[src/rtl/hf_array_feeder_if.sv]
// Array-feeder bus: producer write handshake plus the skewed lane outputs
// toward the systolic array edge, advanced by out_en.
interface hf_array_feeder_if #(
  parameter int LANES = 4,
  parameter int EW    = 8
);
  logic                  in_valid;
  logic                  in_ready;
  logic [LANES*EW-1:0]   in_data;
  logic                  out_en;
  logic [LANES*EW-1:0]   out_data;
  logic [LANES-1:0]      out_valid;

  modport master (
    output in_valid, in_data, out_en,
    input  in_ready, out_data, out_valid
  );

  modport slave (
    input  in_valid, in_data, out_en,
    output in_ready, out_data, out_valid
  );
endinterface

[src/rtl/hf_array_feeder.sv]
// Circular word FIFO feeding a systolic array edge through a triangular skew
// pipe; batch mode fills (or flushes) then drains, stream mode drains on demand.
module hf_array_feeder #(
  parameter int LANES = 4,
  parameter int EW    = 8,
  parameter int D     = 8
) (
  input  logic                 clk,
  input  logic                 resetn,
  input  logic                 mode,
  input  logic                 flush,
  hf_array_feeder_if.slave     bus,
  output logic [$clog2(D):0]   count,
  output logic                 full,
  output logic                 empty,
  output logic                 busy,
  output logic                 done
);

  localparam int AW = $clog2(D);
  localparam int PW = AW + 1;
  localparam int TW = (LANES > 1) ? $clog2(LANES) : 1;
  localparam logic [TW-1:0] TAIL_LAST = TW'((LANES > 1) ? LANES - 2 : 0);

  typedef enum logic [1:0] {IDLE, DRAIN, TAIL} state_t;

  state_t              state, state_nxt;
  logic                mode_q, mode_nxt;
  logic [TW-1:0]       tail_cnt, tail_nxt;
  logic                done_nxt;
  logic [PW-1:0]       wr_ptr, rd_ptr;
  logic [LANES*EW-1:0] mem [D];
  logic [LANES*EW-1:0] rd_word;
  logic                mode_eff, in_rdy, wr_en, pop;

  assign empty = (wr_ptr == rd_ptr);
  assign full  = (wr_ptr[AW] != rd_ptr[AW]) && (wr_ptr[AW-1:0] == rd_ptr[AW-1:0]);
  assign count = wr_ptr - rd_ptr;
  assign busy  = (state != IDLE);

  // Mode is live while idle and frozen for the duration of a drain/tail pass.
  assign mode_eff = (state == IDLE) ? mode : mode_q;
  assign in_rdy   = ~full & (mode_eff | (state == IDLE));
  assign bus.in_ready = in_rdy;

  assign wr_en   = bus.in_valid & in_rdy;
  assign pop     = (state == DRAIN) & bus.out_en & ~empty;
  assign rd_word = mem[rd_ptr[AW-1:0]];

  always_ff @(posedge clk) begin
    if (wr_en) mem[wr_ptr[AW-1:0]] <= bus.in_data;
  end

  always_ff @(posedge clk or negedge resetn) begin
    if (!resetn) begin
      wr_ptr   <= '0;
      rd_ptr   <= '0;
      state    <= IDLE;
      mode_q   <= 1'b0;
      tail_cnt <= '0;
      done     <= 1'b0;
    end else begin
      if (wr_en) wr_ptr <= wr_ptr + PW'(1);
      if (pop)   rd_ptr <= rd_ptr + PW'(1);
      state    <= state_nxt;
      mode_q   <= mode_nxt;
      tail_cnt <= tail_nxt;
      done     <= done_nxt;
    end
  end

  always_comb begin
    state_nxt = state;
    mode_nxt  = mode_q;
    tail_nxt  = tail_cnt;
    done_nxt  = 1'b0;
    case (state)
      IDLE: begin
        if (mode ? ~empty : (full | (flush & ~empty))) begin
          state_nxt = DRAIN;
          mode_nxt  = mode;
        end
      end
      DRAIN: begin
        if (pop && (count == PW'(1)) && !wr_en) begin
          state_nxt = TAIL;
          tail_nxt  = '0;
        end
      end
      TAIL: begin
        // Stream refill during the tail resumes draining without a done pulse.
        if (mode_q && !empty) begin
          state_nxt = DRAIN;
          tail_nxt  = '0;
        end else if (bus.out_en) begin
          if (tail_cnt == TAIL_LAST) begin
            state_nxt = IDLE;
            done_nxt  = 1'b1;
          end else begin
            tail_nxt = tail_cnt + TW'(1);
          end
        end
      end
      default: state_nxt = IDLE;
    endcase
  end

  // Skew pipe: stage p0 captures the popped lane, lane i adds i more stages.
  for (genvar i = 0; i < LANES; i++) begin : g_lane
    localparam int VW = i + 1;
    localparam int CW = (i + 1) * EW;
    logic [VW-1:0] vld_p;
    logic [CW-1:0] dat_p;
    logic [EW-1:0] lane_in;

    assign lane_in = pop ? rd_word[i*EW +: EW] : '0;

    always_ff @(posedge clk or negedge resetn) begin
      if (!resetn) begin
        vld_p <= '0;
        dat_p <= '0;
      end else if (bus.out_en) begin
        vld_p <= (vld_p << 1) | VW'(pop);
        dat_p <= (dat_p << EW) | CW'(lane_in);
      end
    end

    assign bus.out_valid[i]          = vld_p[i];
    assign bus.out_data[i*EW +: EW]  = vld_p[i] ? dat_p[i*EW +: EW] : '0;
  end

endmodule
[src/flat_wrapper.sv]
// flat-port wrapper written by rule: the top's interface ports become plain ports
module hf_array_feeder_flat 
#(
  parameter int LANES = 4,
  parameter int EW    = 8,
  parameter int D     = 8
)
  (clk, resetn, mode, flush, count, full, empty, busy, done, bus_in_valid, bus_in_data, bus_out_en, bus_in_ready, bus_out_data, bus_out_valid);
  hf_array_feeder_if #(.LANES(LANES), .EW(EW)) bus_i ();
  input  logic clk;
  input  logic resetn;
  input  logic mode;
  input  logic flush;
  output logic [$clog2(D):0] count;
  output logic full;
  output logic empty;
  output logic busy;
  output logic done;
  input wire logic [$bits(bus_i.in_valid)-1:0] bus_in_valid;
  input wire logic [$bits(bus_i.in_data)-1:0] bus_in_data;
  input wire logic [$bits(bus_i.out_en)-1:0] bus_out_en;
  output wire logic [$bits(bus_i.in_ready)-1:0] bus_in_ready;
  output wire logic [$bits(bus_i.out_data)-1:0] bus_out_data;
  output wire logic [$bits(bus_i.out_valid)-1:0] bus_out_valid;
  assign bus_i.in_valid = bus_in_valid;
  assign bus_i.in_data = bus_in_data;
  assign bus_i.out_en = bus_out_en;
  assign bus_in_ready = bus_i.in_ready;
  assign bus_out_data = bus_i.out_data;
  assign bus_out_valid = bus_i.out_valid;
  hf_array_feeder #(.LANES(LANES), .EW(EW), .D(D)) u_core (.clk(clk), .resetn(resetn), .mode(mode), .flush(flush), .bus(bus_i), .count(count), .full(full), .empty(empty), .busy(busy), .done(done));
endmodule
[config.mk]
export PLATFORM = sky130hd
export DESIGN_NAME = hf_array_feeder_flat
export DESIGN_NICKNAME = d
export VERILOG_FILES = /design/src/rtl/hf_array_feeder_if.sv /design/src/rtl/hf_array_feeder.sv /design/src/flat_wrapper.sv
export SDC_FILE = /design/constraint.sdc
export NUM_CORES = 1
export LEC_CHECK = 0
export ABC_AREA = 1
export BUFFER_PORTS_ARGS = -buffer_cell sky130_fd_sc_hd__clkbuf_2
export CAP_MARGIN = 25
export CORE_UTILIZATION = 60
export DETAILED_ROUTE_END_ITERATION = 8
export PLACE_DENSITY = 0.78
export SETUP_SLACK_MARGIN = 0.15
export SKIP_LAST_GASP = 1
export SLEW_MARGIN = 0
export SYNTH_ARGS = -nofsm -noshare
export SYNTH_HDL_FRONTEND = slang
export SYNTH_SLANG_ARGS = --single-unit
[constraint.sdc]
create_clock -name clk -period 3.9 [get_ports clk]
set_input_delay 0.195 -clock clk [delete_from_list [all_inputs] [get_ports clk]]
set_output_delay 0.195 -clock clk [all_outputs]
set_load 0.01 [all_outputs]
* After elaboration in Yosys (flattened, before gate mapping)
Memory sizes are Yosys's and may differ from the RTL's.
Index checks and enable logic that the tools add are counted.
** Cells by class
- Add/sub/neg operators :: 4
- Equality and inequality tests :: 12
- Muxes and demuxes :: 27
- Bitwise logic cells :: 15
- Reduce and logical (&&, ||, !) cells :: 12
** Operator list (number)
- 8-bit 2-to-1 mux :: 8
- 32-bit by 8-bit bitwise OR with 32-bit output :: 1
- 24-bit by 8-bit bitwise OR with 24-bit output :: 1
- 2-bit 2-to-1 mux :: 9
- 16-bit by 8-bit bitwise OR with 16-bit output :: 1
- 4-bit by 1-bit adder with 4-bit output (second input constant) :: 2
- 1-bit 2-to-1 mux :: 8
- 4-bit AND reduction :: 2
- 3-bit by 2-bit != test with 1-bit output (second input constant) :: 2
- 2-bit one-hot mux with 3 select lines :: 1
- 1-bit bitwise AND :: 5
- 2-bit equality test (second input constant) :: 2
- 4-bit by 1-bit equality test with 1-bit output (second input constant) :: 1
- 4-bit equality test :: 1
- 1-bit logical AND :: 4
- 2-bit != test (second input constant) :: 2
- 4-bit by 1-bit bitwise OR with 4-bit output :: 1
- 2-bit one-hot mux with 2 select lines :: 1
- 2-bit nonzero test :: 2
- 4-bit subtractor :: 1
- 3-bit equality test :: 1
- 3-bit by 1-bit != test with 1-bit output (second input constant) :: 1
- 3-bit by 1-bit bitwise OR with 3-bit output :: 1
- 2-bit by 1-bit adder with 2-bit output (second input constant) :: 1
- 8 further kinds :: 11
** Word-level totals
- Register bits after elaboration :: 104
- RAM bits :: 256
- Input bits :: 38
- Output and inout bits :: 45
- Memories :: 1
** Memory list
- u_core.mem :: words 8, bits a word 32, read ports 1, clocked after memory_dff 0, write ports 1, RTL line hf_array_feeder.sv:32 : logic [LANES*EW-1:0] mem [D];

* Logic depth before layout (Yosys ltp)
- Word-level depth :: 9
- Depth in mapped cells :: 14

* Worst setup path after synthesis
Ideal clock, no wire load.
- Kind :: register to register
- From :: register u_core.rd_ptr[2]
- To :: memory u_core.mem[0][0] (netlist name), enable pin
- Setup time :: 0.421 ns
- Data arrival time :: 2.989 ns
- Path slack :: 0.490 ns
- Cell stages (with the launch flop) :: 12
- Path buffers :: 2
- Cell sequence :: dfrtp_1 -> buf_2 -> clkinv_1 -> buf_2 -> ha_1 -> nand3_1 -> inv_1 -> nand2_1 -> nand3_2 -> inv_2 -> nand2_1 -> nor2_1
** On the way
- Cells in the longest elaborated chain, start to end :: 7
** RTL lines
- start, declared :: RTL line hf_array_feeder.sv:31 : logic [PW-1:0] wr_ptr, rd_ptr;
- start signal, assigned :: RTL line hf_array_feeder.sv:64 : if (pop) rd_ptr <= rd_ptr + PW'(1);
- 3-bit equality test :: RTL line hf_array_feeder.sv:37 : assign full = (wr_ptr[AW] != rd_ptr[AW]) && (wr_ptr[AW-1:0] == rd_ptr[AW-1:0]);
- 1-bit logical AND :: RTL line hf_array_feeder.sv:37
- 1-bit NOT :: RTL line hf_array_feeder.sv:43 : assign in_rdy = ~full & (mode_eff | (state == IDLE));
- 1-bit bitwise AND :: RTL line hf_array_feeder.sv:43
- 1-bit bitwise AND :: RTL line hf_array_feeder.sv:46 : assign wr_en = bus.in_valid & in_rdy;
- 1-bit 2-to-1 mux :: RTL line hf_array_feeder.sv:51 : if (wr_en) mem[wr_ptr[AW-1:0]] <= bus.in_data;
- 1-bit 2-to-1 mux (not written as such) :: RTL line hf_array_feeder.sv:51
- end, declared :: RTL line hf_array_feeder.sv:32
Every way passes these cells.

* Worst setup path after layout
- From :: register u_core.wr_ptr[0]
- To :: memory u_core.mem[2][30] (netlist name), enable pin
** On the way
- Cells in the longest elaborated chain, start to end :: 7
** RTL lines
- start, declared :: RTL line hf_array_feeder.sv:31
- start signal, assigned :: RTL line hf_array_feeder.sv:63 : if (wr_en) wr_ptr <= wr_ptr + PW'(1);
- 3-bit equality test :: RTL line hf_array_feeder.sv:37
- 1-bit logical AND :: RTL line hf_array_feeder.sv:37
- 1-bit NOT :: RTL line hf_array_feeder.sv:43
- 1-bit bitwise AND :: RTL line hf_array_feeder.sv:43
- 1-bit bitwise AND :: RTL line hf_array_feeder.sv:46
- 1-bit 2-to-1 mux :: RTL line hf_array_feeder.sv:51
- 1-bit 2-to-1 mux (not written as such) :: RTL line hf_array_feeder.sv:51
Several ways; a longest one is shown, not always the timed one.

==> flow_metrics.tcl <==
set metrics [dict create \
    cp-startpoint "u_core.wr_ptr[0]$_DFFE_PN0P_" \
    cts_setup_buffers 0 \
    start_util 0.617 \
    worst_r2r_startpoint "u_core.wr_ptr[0]$_DFFE_PN0P_" \
    place_hpwl_um 17200 \
    yosysUniqueCellTypes 33 \
    clock-sinks 354 \
    switchingPower_mw 4.09 \
    numPortBuffers 82 \
    p_total_mw 11.8 \
    grt_pass1_vias 9026 \
    vias 9309 \
    hold_class "input pin to register" \
    die-area_um2 24000 \
    drive_above_1_share 0.140 \
    areaGrowthSynthToFinish_pct 15.1 \
    final_common_cell "edfxtp_1" \
    dp_slack_ns 1.16 \
    clockRootBuffer "clkbuf_16" \
    ys_seq_area_frac 0.722 \
    synthesis.area_um2 14100 \
    grt_usage 0.266 \
    grt_max_degree 98 \
    status "complete, no violations" \
    critPathLaunchType "register" \
    synth_fp_nets 1192 \
    swShare 0.347 \
    ff_latch_area_um2 10100 \
    ir_drop_v 0.000447 \
    htree_levels 2 \
    hold_violations 0 \
    hold_buffers 33 \
    fin_crit_ns 2.72 \
    die_x_um 155 \
    reg2reg_slack_ns 1.18 \
    cts_max_path_buffers 3 \
    rsz0062_at_grt "no" \
    io_pins 83 \
    drt_first_iter_violations 827 \
    pwr-share-clk 0.277 \
    cts_buffers 35 \
    overflow 0 \
    crit_required_ns 4.08 \
    final_cell_mix "256 x edfxtp_1, 178 x nand2_1, 175 x o21ai_0" \
    nFillCells 1518 \
    syn-instance-count 1147 \
    nets 1293 \
    tns_ns 0 \
    placed_area_um2 14700 \
    fmax_mhz 368 \
    path_max_fanout 20 \
    die_h_um 155 \
    rows 55 \
    dr.pass1.iters 6 \
    ys_warn_count 0 \
    syn_avg_cell_area_um2 12.3 \
    finalSetupViolCount 0 \
    clk_latency_ns 0.53 \
    skew_ns 0.0295 \
    period_share 0.697 \
    setup_slack_ns 1.18 \
    via_per_inst 5.86 \
    hold_start "bus_in_data[22]" \
    drc 0 \
    finalMaxSlewViolations 0 \
    routedWlPerCell_um 19.6 \
    drt-total-wl_um 31100 \
    endpoint_kind "register" \
    p_int_mw 7.70 \
    tightest_slew_ns 0.810 \
    reg2regPathDepth 10 \
    cts_resized 0 \
    antenna_found_initial 1 \
    tritoncts "done" \
    multi_input_area_um2 3210 \
    endpoint "u_core.mem[2][30]$_DFFE_PP_" \
    route.antenna.remaining_nets 0 \
    maxSlewHeadroom 0.460 \
    combPwrFrac 0.294 \
    worst-setup-path-type "register to register" \
    drv_cap 0 \
    arrival_ns 2.90 \
    leakagePower_nw 6.36 \
    r2r-end "u_core.mem[2][30]$_DFFE_PP_" \
    grt_pass1_wl_um 48500 \
    final_cell_area_um2 16200 \
    clkTransAtPathRegs_ns 0.06 \
    power_density_nw_per_um2 729 \
    pwr-share-seq 0.429 \
    core_area_um2 22800 \
    gp_congestion 0.830 \
    ys_seq_elements 354 \
]
[registers in the layout, summed over array words and instances (netlist names)]
register             cells
u_core.wr_ptr            4
u_core.g_lane.dat_p     80
u_core.rd_ptr            4
u_core.mode_q            1
u_core.mem             256
u_core.tail_cnt          2
u_core.state             2
u_core.g_lane.vld_p      4
u_core.done              1
[cell usage after synthesis]
| cell type | number | share of area |
|---|---|---|
| a21oi_1 | 3 | 0.0011 |
| clkinv_4 | 1 | 0.00062 |
| buf_2 | 15 | 0.0053 |
| nand2_4 | 1 | 0.00080 |
| edfxtp_1 | 256 | 0.55 |
| nand3_1 | 38 | 0.014 |
| o21ai_1 | 11 | 0.0039 |
| inv_1 | 78 | 0.021 |
| fa_1 | 1 | 0.0014 |
| nand2_1 | 178 | 0.048 |
| inv_2 | 3 | 0.00080 |
| dfrtp_1 | 98 | 0.17 |
| buf_4 | 6 | 0.0032 |
| nor3_1 | 1 | 0.00036 |
| o221ai_1 | 64 | 0.040 |
| nand4_1 | 1 | 0.00045 |
| buf_6 | 13 | 0.010 |
| clkbuf_2 | 5 | 0.0018 |
| clkbuf_1 | 32 | 0.0085 |
| clkinv_1 | 1 | 0.00027 |
| o21ai_2 | 1 | 0.00062 |
| nor2_4 | 1 | 0.00080 |
| nand2_2 | 4 | 0.0018 |
| o31ai_1 | 1 | 0.00053 |
| buf_8 | 1 | 0.0011 |
| o21ai_0 | 175 | 0.062 |
| xor2_1 | 6 | 0.0037 |
| inv_4 | 2 | 0.00089 |
| nor2_2 | 1 | 0.00045 |
| nor2_1 | 140 | 0.037 |
| nor3_4 | 1 | 0.0012 |
| ha_1 | 6 | 0.0053 |
| nand3_2 | 2 | 0.0014 |
[worst max-delay path: stages, from the launching register on]
cell and delay (ns):
dfrtp_1 0.40, inv_1 0.08, ha_1 0.31, nand3_1 0.09, inv_1 0.07, nand2_1 0.10, nand3_2 0.12, inv_2 0.11
nand2_1 0.25, nor2_4 0.44, buf_4 0.40
[how the worst min path moves through the flow]
stage | cells after the start | slack [ns] | to
floorplan | 0 | -0.10 | u_core.done$_DFF_PN0_
global placement | 1 | 0.42 | u_core.g_lane[1].dat_p[14]$_DFFE_PN0P_
detailed placement | 1 | 0.43 | u_core.done$_DFF_PN0_
CTS | 1 | 0.004 | u_core.mem[0][22]$_DFFE_PP_
global route | 1 | 0.008 | u_core.mem[3][22]$_DFFE_PP_
finish | 1 | 0.005 | u_core.mem[3][22]$_DFFE_PP_
[metrics by stage]
stage                     cells   util  hold slack (ns)
after floorplan            1147      -           -0.101
after global placement     1490  0.645            0.421
after detailed placement   1490  0.645            0.425
after CTS                  1587  0.709          0.00399
after global routing       1589  0.710          0.00751
final                      1589  0.710          0.00539
[power by group through the flow]
| stage | combinational [mW] | sequential (mW) | clock, mW |
|---|---|---|---|
| 2_1_floorplan | 2.48 | 5.02 | 0 |
| 3_3_place_gp | 3.30 | 5.09 | 0 |
| 3_5_place_dp | 3.39 | 5.12 | 0 |
| 4_1_cts | 3.45 | 5.05 | 3.31 |
| 5_1_grt | 3.83 | 5.12 | 3.45 |
| 6_report | 3.47 | 5.06 | 3.26 |
[final cells by class]
type / instances / share of cell area
Antenna cell: 1 / 0.000155
Clock buffer: 53 / 0.0640
Clock inverter: 11 / 0.00603
Inverter: 85 / 0.0203
Multi-Input combinational cell: 636 / 0.198
Sequential cell: 354 / 0.627
Tap cell: 313 / 0.0242
Timing Repair Buffer: 136 / 0.0600
[logic make-up (layout without fill, tap and decap cells)]
family	after synthesis	after routing	synth area share
AOI/OAI and AO/OA	255	255	0.108
xor gates and xnor gates	6	6	0.00374
adders and majority gates	7	7	0.00677
buffers and inverters	157	285	0.0538
DFF	354	354	0.722
other	0	1	0
and+or+nand+nor	368	368	0.106
[layer usage]
| metal | global-route usage | up-vias | wire length (um) |
|---|---|---|---|
| met5 | 0 | - | 0 |
| met1 | 0.370 | 4519 | 12500 |
| met4 | 0.103 | 0 | 835 |
| met2 | 0.424 | 479 | 14900 |
| met3 | 0.0476 | 76 | 2840 |
| li1 | - | 4235 | - |
No activity file was read; power rests on OpenSTA's default activity.
